### src/rtl/testpattern_pkg.sv
// Shared colour-bar definitions for the testpattern generator and checker.
// One field mapping keeps both ends agreeing on the column/row boundaries.
package testpattern_pkg;

    typedef enum logic [2:0] {
        RED,
        GREEN,
        BLUE,
        MAGENTA,
        CYAN,
        WHITE
    } field_t;

    typedef enum logic {
        WAIT_SOF,
        CHECK
    } state_t;

    // Boundaries are inclusive on the left/top field.
    function automatic field_t field_of(
        input int h,
        input int v,
        input int hpix,
        input int vpix
    );
        field_t f;
        if (v <= vpix / 2) begin
            if (h <= hpix / 3)
                f = RED;
            else if (h <= hpix * 2 / 3)
                f = GREEN;
            else
                f = BLUE;
        end else begin
            if (h <= hpix / 3)
                f = MAGENTA;
            else if (h <= hpix * 2 / 3)
                f = CYAN;
            else
                f = WHITE;
        end
        return f;
    endfunction

endpackage

### src/rtl/testpattern.sv
// Colour-bar pattern source: maps a pixel coordinate to its packed
// {red, green, blue} value with each channel fully on or fully off.
module testpattern
    import testpattern_pkg::*;
#(
    parameter int RED_BITS   = 5,
    parameter int GREEN_BITS = 6,
    parameter int BLUE_BITS  = 5,
    parameter int PIXEL_BITS = RED_BITS + GREEN_BITS + BLUE_BITS,
    parameter int HPIX       = 1920,
    parameter int VPIX       = 1080,
    parameter int HCTR_BITS  = $clog2(HPIX),
    parameter int VCTR_BITS  = $clog2(VPIX)
) (
    input  logic [HCTR_BITS-1:0]  h,
    input  logic [VCTR_BITS-1:0]  v,
    output logic [PIXEL_BITS-1:0] pixel
);

    field_t fld;
    logic [RED_BITS-1:0]   r;
    logic [GREEN_BITS-1:0] g;
    logic [BLUE_BITS-1:0]  b;

    always_comb begin
        fld = field_of(int'(h), int'(v), HPIX, VPIX);
        r = '0;
        g = '0;
        b = '0;
        case (fld)
            RED:     r = '1;
            GREEN:   g = '1;
            BLUE:    b = '1;
            MAGENTA: begin
                r = '1;
                b = '1;
            end
            CYAN:    begin
                g = '1;
                b = '1;
            end
            WHITE:   begin
                r = '1;
                g = '1;
                b = '1;
            end
            default: ;
        endcase
    end

    assign pixel = {r, g, b};

endmodule

### config.mk
export PLATFORM = sky130hd
export DESIGN_NAME = testpattern
export DESIGN_NICKNAME = d
export VERILOG_FILES = /design/src/rtl/testpattern_pkg.sv /design/src/rtl/testpattern.sv
export SDC_FILE = /design/constraint.sdc
export NUM_CORES = 1
export LEC_CHECK = 0
export ABC_AREA = 1
export CORE_AREA = 4 4 41 43
export DETAILED_ROUTE_END_ITERATION = 6
export DIE_AREA = 0 0 45 47
export PLACE_DENSITY = 0.76
export SLEW_MARGIN = 10
export SYNTH_ARGS = -nofsm -noshare
export SYNTH_HDL_FRONTEND = slang
export SYNTH_SLANG_ARGS = --single-unit
export TNS_END_PERCENT = 5
### constraint.sdc
create_clock -name vclk -period 1.3
set_input_delay 0.26 -clock vclk [all_inputs]
set_output_delay 0.26 -clock vclk [all_outputs]
set_load 0.01 [all_outputs]
==> results by group <==
Placed design
  – Final RePlAce weighted congestion: 0.654
  – Estimated wirelength of the detail-placed design: 782 µm
  – Count of input and output buffers: 38
  – DP Cell Count: 95

Timing
  – Final worst setup slack: -238 ps
  – Final-layout setup total negative slack: -3060 ps
  – Final Max Tran Viols: 0
  – Hold violation total from the final report: 0
  – Setup-failing EPs final: 16
  – Clock period minus worst slack: 1540 ps
  – Slew Limit Headroom: 82.4%
  – Max Clock Freq: 650 MHz
  – Worst Max-Slew Pin Slew: 264 ps
  – Unrepaired setup endpoints after global routing: true
  – Tcrit/Tclk final: 118%

Worst setup path
  – Worst Path Required: 1040 ps
  – Crit path launch type: primary input
  – Kind of end point of the critical path: primary output
  – Maximum fanout encountered on the critical timing path: 6
  – Worst Setup SP: h[4]
  – Worst Path Class, Setup: primary input to primary output
  – Crit path arrival time: 1280 ps

Run
  – Total of max-cap violations: 0

Floorplan
  – I/O pin count: 38
  – Die extent in x: 45 µm
  – Initial Utilization: 22.6%
  – Total number of placement rows: 13
  – Die area: 0.00212 mm²
  – Area inside the core boundary: 0.00130 mm²
  – Die Y-Extent: 47 µm

Detailed routing
  – DRC violation count after routing: 0
  – Number of vias in the routed layout: 416
  – Number of vias per cell after detailed routing: 4.12
  – Router iterations before antenna repair: 2
  – Post-route antenna net violation count: 0
  – Detailed-route wire length per cell: 10.6 µm
  – Number of DRC markers after the initial detailed-route iteration: 1
  – Wirelength, routed: 1.07 mm

GRT
  – Antenna violations before repair: 0
  – First-pass GRT wire length: 1.55 mm
  – GR Util All Layers: 9.36%
  – Pin count of the biggest net entering global routing: 7
  – Total global routing overflow: 0
  – Vias in the first global route: 382

Synthesis
  – Netlist Area Pre-Place: 294 µm²
  – Sequential element share of the synthesized area: 0%
  – Number of instances in the synthesized netlist: 54
  – Total nets after synthesis: 76
  – Yosys warning total: 0
  – Count of cell types in the netlist: 15
  – Synthesized area per cell: 5.45 µm²

Final layout
  – Layout fillers: 137
  – Fraction of final layout cells sized beyond drive strength 1: 72.1%
  – Layout overhead on the synthesized area: 133%
  – Area used by sequential logic in the layout: 0 µm²
  – Number of nets at the end of the flow: 110
  – Number of antenna cells inserted: 0
  – Non-filler instance count after layout: 101
  – Total of clock buffers placed in the layout: 0
  – Number of sequential storage elements: 0

Outcome
  – Failing checks: negative setup slack
  – Result of the run: finished, violations left

Pwr
  – Peak VDD IR: 0.142 mV
  – Leakage power: 0.334 nW
  – Cell Pwr Density: 349 mW/mm²

Clock tree
  – Count of hold buffers inserted by post-cts repair: 0

Worst hold path
  – Worst hold-check path type: primary input to primary output
  – Startpoint of the worst hold path: v[10]
-- layer usage --
layer  vias to the layer above  wire length (µm)  global-route usage [%]
met5                         -                 0                       0
met4                         0                 0                       0
met3                         0               105                       0
met2                        21               621                    19.5
met1                       176               346                    11.2
li1                        219                 -                       -
-- cells in the final DEF (no fill, tap or decap), types with 3 or more instances in the layout --
master	netlist	layout
sky130_fd_sc_hd__nand2_4	0	3
sky130_fd_sc_hd__nor2_2	2	4
sky130_fd_sc_hd__buf_2	0	13
sky130_fd_sc_hd__inv_2	0	3
sky130_fd_sc_hd__buf_6	0	21
sky130_fd_sc_hd__nor2_1	8	5
sky130_fd_sc_hd__dlygate4sd2_1	0	3
sky130_fd_sc_hd__inv_1	6	3
sky130_fd_sc_hd__nand2_1	10	6
sky130_fd_sc_hd__buf_4	13	5
-- final timing paths --
check	cells past startpoint	slack, ps	to
hold / removal	6	970	pixel[3]
setup / recovery	8	-240	pixel[6]
-- synthesized netlist by cell type --
cell type / instances / share of area (%)
sky130_fd_sc_hd__nand2b_1: 1 / 2.1
sky130_fd_sc_hd__buf_4: 13 / 33
sky130_fd_sc_hd__a21oi_1: 1 / 1.7
sky130_fd_sc_hd__nor2_1: 8 / 10
sky130_fd_sc_hd__clkinv_1: 1 / 1.3
sky130_fd_sc_hd__nand2_1: 10 / 13
sky130_fd_sc_hd__o21ai_0: 2 / 3.4
sky130_fd_sc_hd__nor2_2: 2 / 4.3
sky130_fd_sc_hd__nand3_2: 1 / 3.4
sky130_fd_sc_hd__nand3_1: 3 / 5.1
sky130_fd_sc_hd__nor3_1: 1 / 1.7
sky130_fd_sc_hd__nand2_2: 1 / 2.1
sky130_fd_sc_hd__nand3b_1: 2 / 5.1
sky130_fd_sc_hd__a21oi_2: 2 / 6.0
sky130_fd_sc_hd__inv_1: 6 / 7.7
-- final cells by class --
class	instances	area (µm²)	area share, %
tap	15	18.8	2.74
multi-input combinational	34	249	36.3
inverter	7	27.5	4.01
timing repair buffer	45	390	56.9
-- critical path, stage by stage --
cell and delay [ps]:
sky130_fd_sc_hd__buf_6 100, sky130_fd_sc_hd__nor2_4 90, sky130_fd_sc_hd__nand2_1 60, sky130_fd_sc_hd__nor2_2 120
sky130_fd_sc_hd__a21oi_2 80, sky130_fd_sc_hd__buf_4 150, sky130_fd_sc_hd__a21oi_4 260, sky130_fd_sc_hd__buf_6 150
-- per-stage QoR --
step / utilization [%] / area [µm²] / hold slack [ps] / worst slack, ps / power (mW)
floorplan: - / 302 / 760 / 12.3 / 0.109
global placement: 46.9 / 611 / 1770 / -850 / 0.217
detailed placement: 46.9 / 611 / 1770 / -883 / 0.220
CTS: 45.2 / 588 / 984 / -234 / 0.198
global route: 52.7 / 686 / 994 / -302 / 0.258
finish: 52.7 / 686 / 966 / -238 / 0.239
-- logic make-up after synthesis --
family | share of synthesized area, %
AND/OR/NAND/NOR | 46.8
buffers and inverters | 42.1
AO/OA/AOI/OAI | 11.1
-- what timing repair did --
item | 4_1_cts | 5_1_grt
hold endpoints to repair | 0 | 0
pin swaps | 19 | 14
endpoints found under the setup margin | 16 | 16
setup buffers | 5 | 1
resized for setup | 154 | 18
-- report_power, final --
| part | switching, mW | internal, mW |
|---|---|---|
| clock | 0 | 0 |
| sequential | 0 | 0 |
| combinational | 0.102 | 0.137 |
Power figures use the tool's default switching activity.
==> RTL change (config.mk and constraints unchanged) <==
`RED_BITS`: 5 -> 10.
--- a/src/rtl/testpattern.sv
+++ b/src/rtl/testpattern.sv
@@ -3,7 +3,7 @@
 module testpattern
     import testpattern_pkg::*;
 #(
-    parameter int RED_BITS   = 5,
+    parameter int RED_BITS   = 10,
     parameter int GREEN_BITS = 6,
     parameter int BLUE_BITS  = 5,
     parameter int PIXEL_BITS = RED_BITS + GREEN_BITS + BLUE_BITS,
Interface: changed (resized pixel); port bits go from 38 to 43. No check against the original RTL was run, so the function may have changed too.
==> RTL change against the unedited design <==
The flow still finishes with violations (setup timing); worst setup slack better by 18 ps; area after synthesis up 13%; final cell count rose by 3.0%; maximum frequency grew 1.2%; global-route usage increased by 0.94 points; wire length is 1.1% higher; total power is 2.7% higher; sequential share of layout area is the same; die area is the same; design area decreased by 2.9%; critical endpoint is now pixel[5]; largest cell class unchanged; highest routed layer unchanged.
==> RTL change: results (changes against the unedited design) <==
* Pin count of the biggest net entering global routing at 7 (unchanged)
* Worst Path Arrival at 1260 ps (-20 ps)
* LEAKAGE at 0.000336 uW (+0.62%)
* Netlist cell types at 15 (unchanged)
* Met2 Use GR at 0.240 (+0.0452)
* Nets at 113 (+2.7%)
* Pre-Repair DR Iteration Count at 1 (-1)
* Synth Area in Adders at 0 (unchanged)
* CP max-delay cell: a21oi_4
* Clk_buf instances at 0 (unchanged)
* M1 GR Usage at 0.0944 (-0.0180)
* Initial antenna violation count at 0 (unchanged)
* DPL Wire Length at 865 um (+11%)
* Setup slack after layout at -220 ps (+17.5 ps)
* Synth warn at 0 (unchanged)
* Port buffer count at 43 (+13%)
* # diodes at 0 (unchanged)
* XOR/XNOR share of the synthesized area at 0 (unchanged)
* Synthesized net count at 81 (+6.6%)
* Vias in the first global route at 415 (+8.6%)
* Final wirelength at 1.09 mm (+1.1%)
* FF+latch count at 0 (unchanged)
* Max stage delay on crit path at 240 ps (-20 ps)
* Hold/Removal Path Class: input port to output pin
* Layout cell share with drive strength beyond 1 at 0.742 (+0.0206)
* Mux cell area share after synthesis at 0 (unchanged)
* Seq/Total Area, Yosys at 0 (unchanged)
* GRT Overall Usage at 0.103 (+0.00944)
* Status: complete, but fails checks
* Drt initial violations at 0 (-1)
* Critical path fanouts, max at 6 (unchanged)
* Dpl ws at -984 ps (-101 ps)
* Synth cell count leaders: 18 x buf_4, 10 x nand2_1, 8 x nor2_1, 6 x inv_1, 3 x nand3_1
* Violated checks: setup timing
* Vias/cell at 4.33 (+5.1%)
* Worst vdd ir at 148 uV (+4.4%)
* Area contributors post-synth: buf_4 41%, nand2_1 11%, nor2_1 9.1%
* Crit path max-delay family: buffers and inverters
* Routability Congestion at 0.724 (+11%)
* Fillers at 147 (+7.3%)
* Setup violators final at 21 (+5)
* Met3 track demand over resource at 0.0153 (+0.0153)
* Worst slew margin at 0.842 (+0.0189)
* First-pass GRT wire length at 1.70 mm (+9.8%)
* Compound-Gate Fraction of Synth Area at 0.0981 (-0.0125)
## RTL change: through the flow
| step | cell area, um2 | power [uW] | setup TNS, ps | cells |
|---|---|---|---|---|
| after floorplan | 332 | 136 | -649 | 59 |
| after global placement | 661 | 256 | -18600 | 101 |
| after detailed placement | 661 | 260 | -19460 | 101 |
| after CTS | 632 | 236 | -3430 | 104 |
| after global routing | 666 | 265 | -4690 | 104 |
| final | 666 | 245 | -3220 | 104 |
## RTL change: path summary, 6_finish.rpt
kind	startpoint	end	slack, ps	depth (start not counted)
setup / recovery	h[4]	pixel[5]	-220	8
hold / removal	v[10]	pixel[11]	1050	6
## RTL change: what timing repair did
| item | in CTS | in global routing |
|---|---|---|
| resized for setup | 169 | 10 |
| pin swaps | 21 | 8 |
| setup endpoints to repair | 21 | 21 |
| cloned | 1 | 0 |
| buffers inserted | 2 | 0 |
## RTL change: logic make-up (layout without fill, tap and decap cells)
family	count (synthesis)	in the layout
compound gates	5	5
buf+inv	25	54
simple gates	29	30
## RTL change: area by class of cell
cell class	instances	area, um2	area share
repair buffers	47	362	0.543
multi-input cells	35	258	0.387
inverters	7	27.5	0.0414
well taps	15	18.8	0.0282
## RTL change: where the power goes
part | switching (uW) | internal (uW) | leakage (uW)
clock network | 0 | 0 | 0
registers | 0 | 0 | 0
logic | 116 | 129 | 0.000336
## RTL change: metal layers
layer	share of wire	up-vias	wire [um]
li1	-	227	-
met1	0.31	194	331
met2	0.55	29	592
met3	0.15	0	161
met4	0	0	0
met5	0	-	0
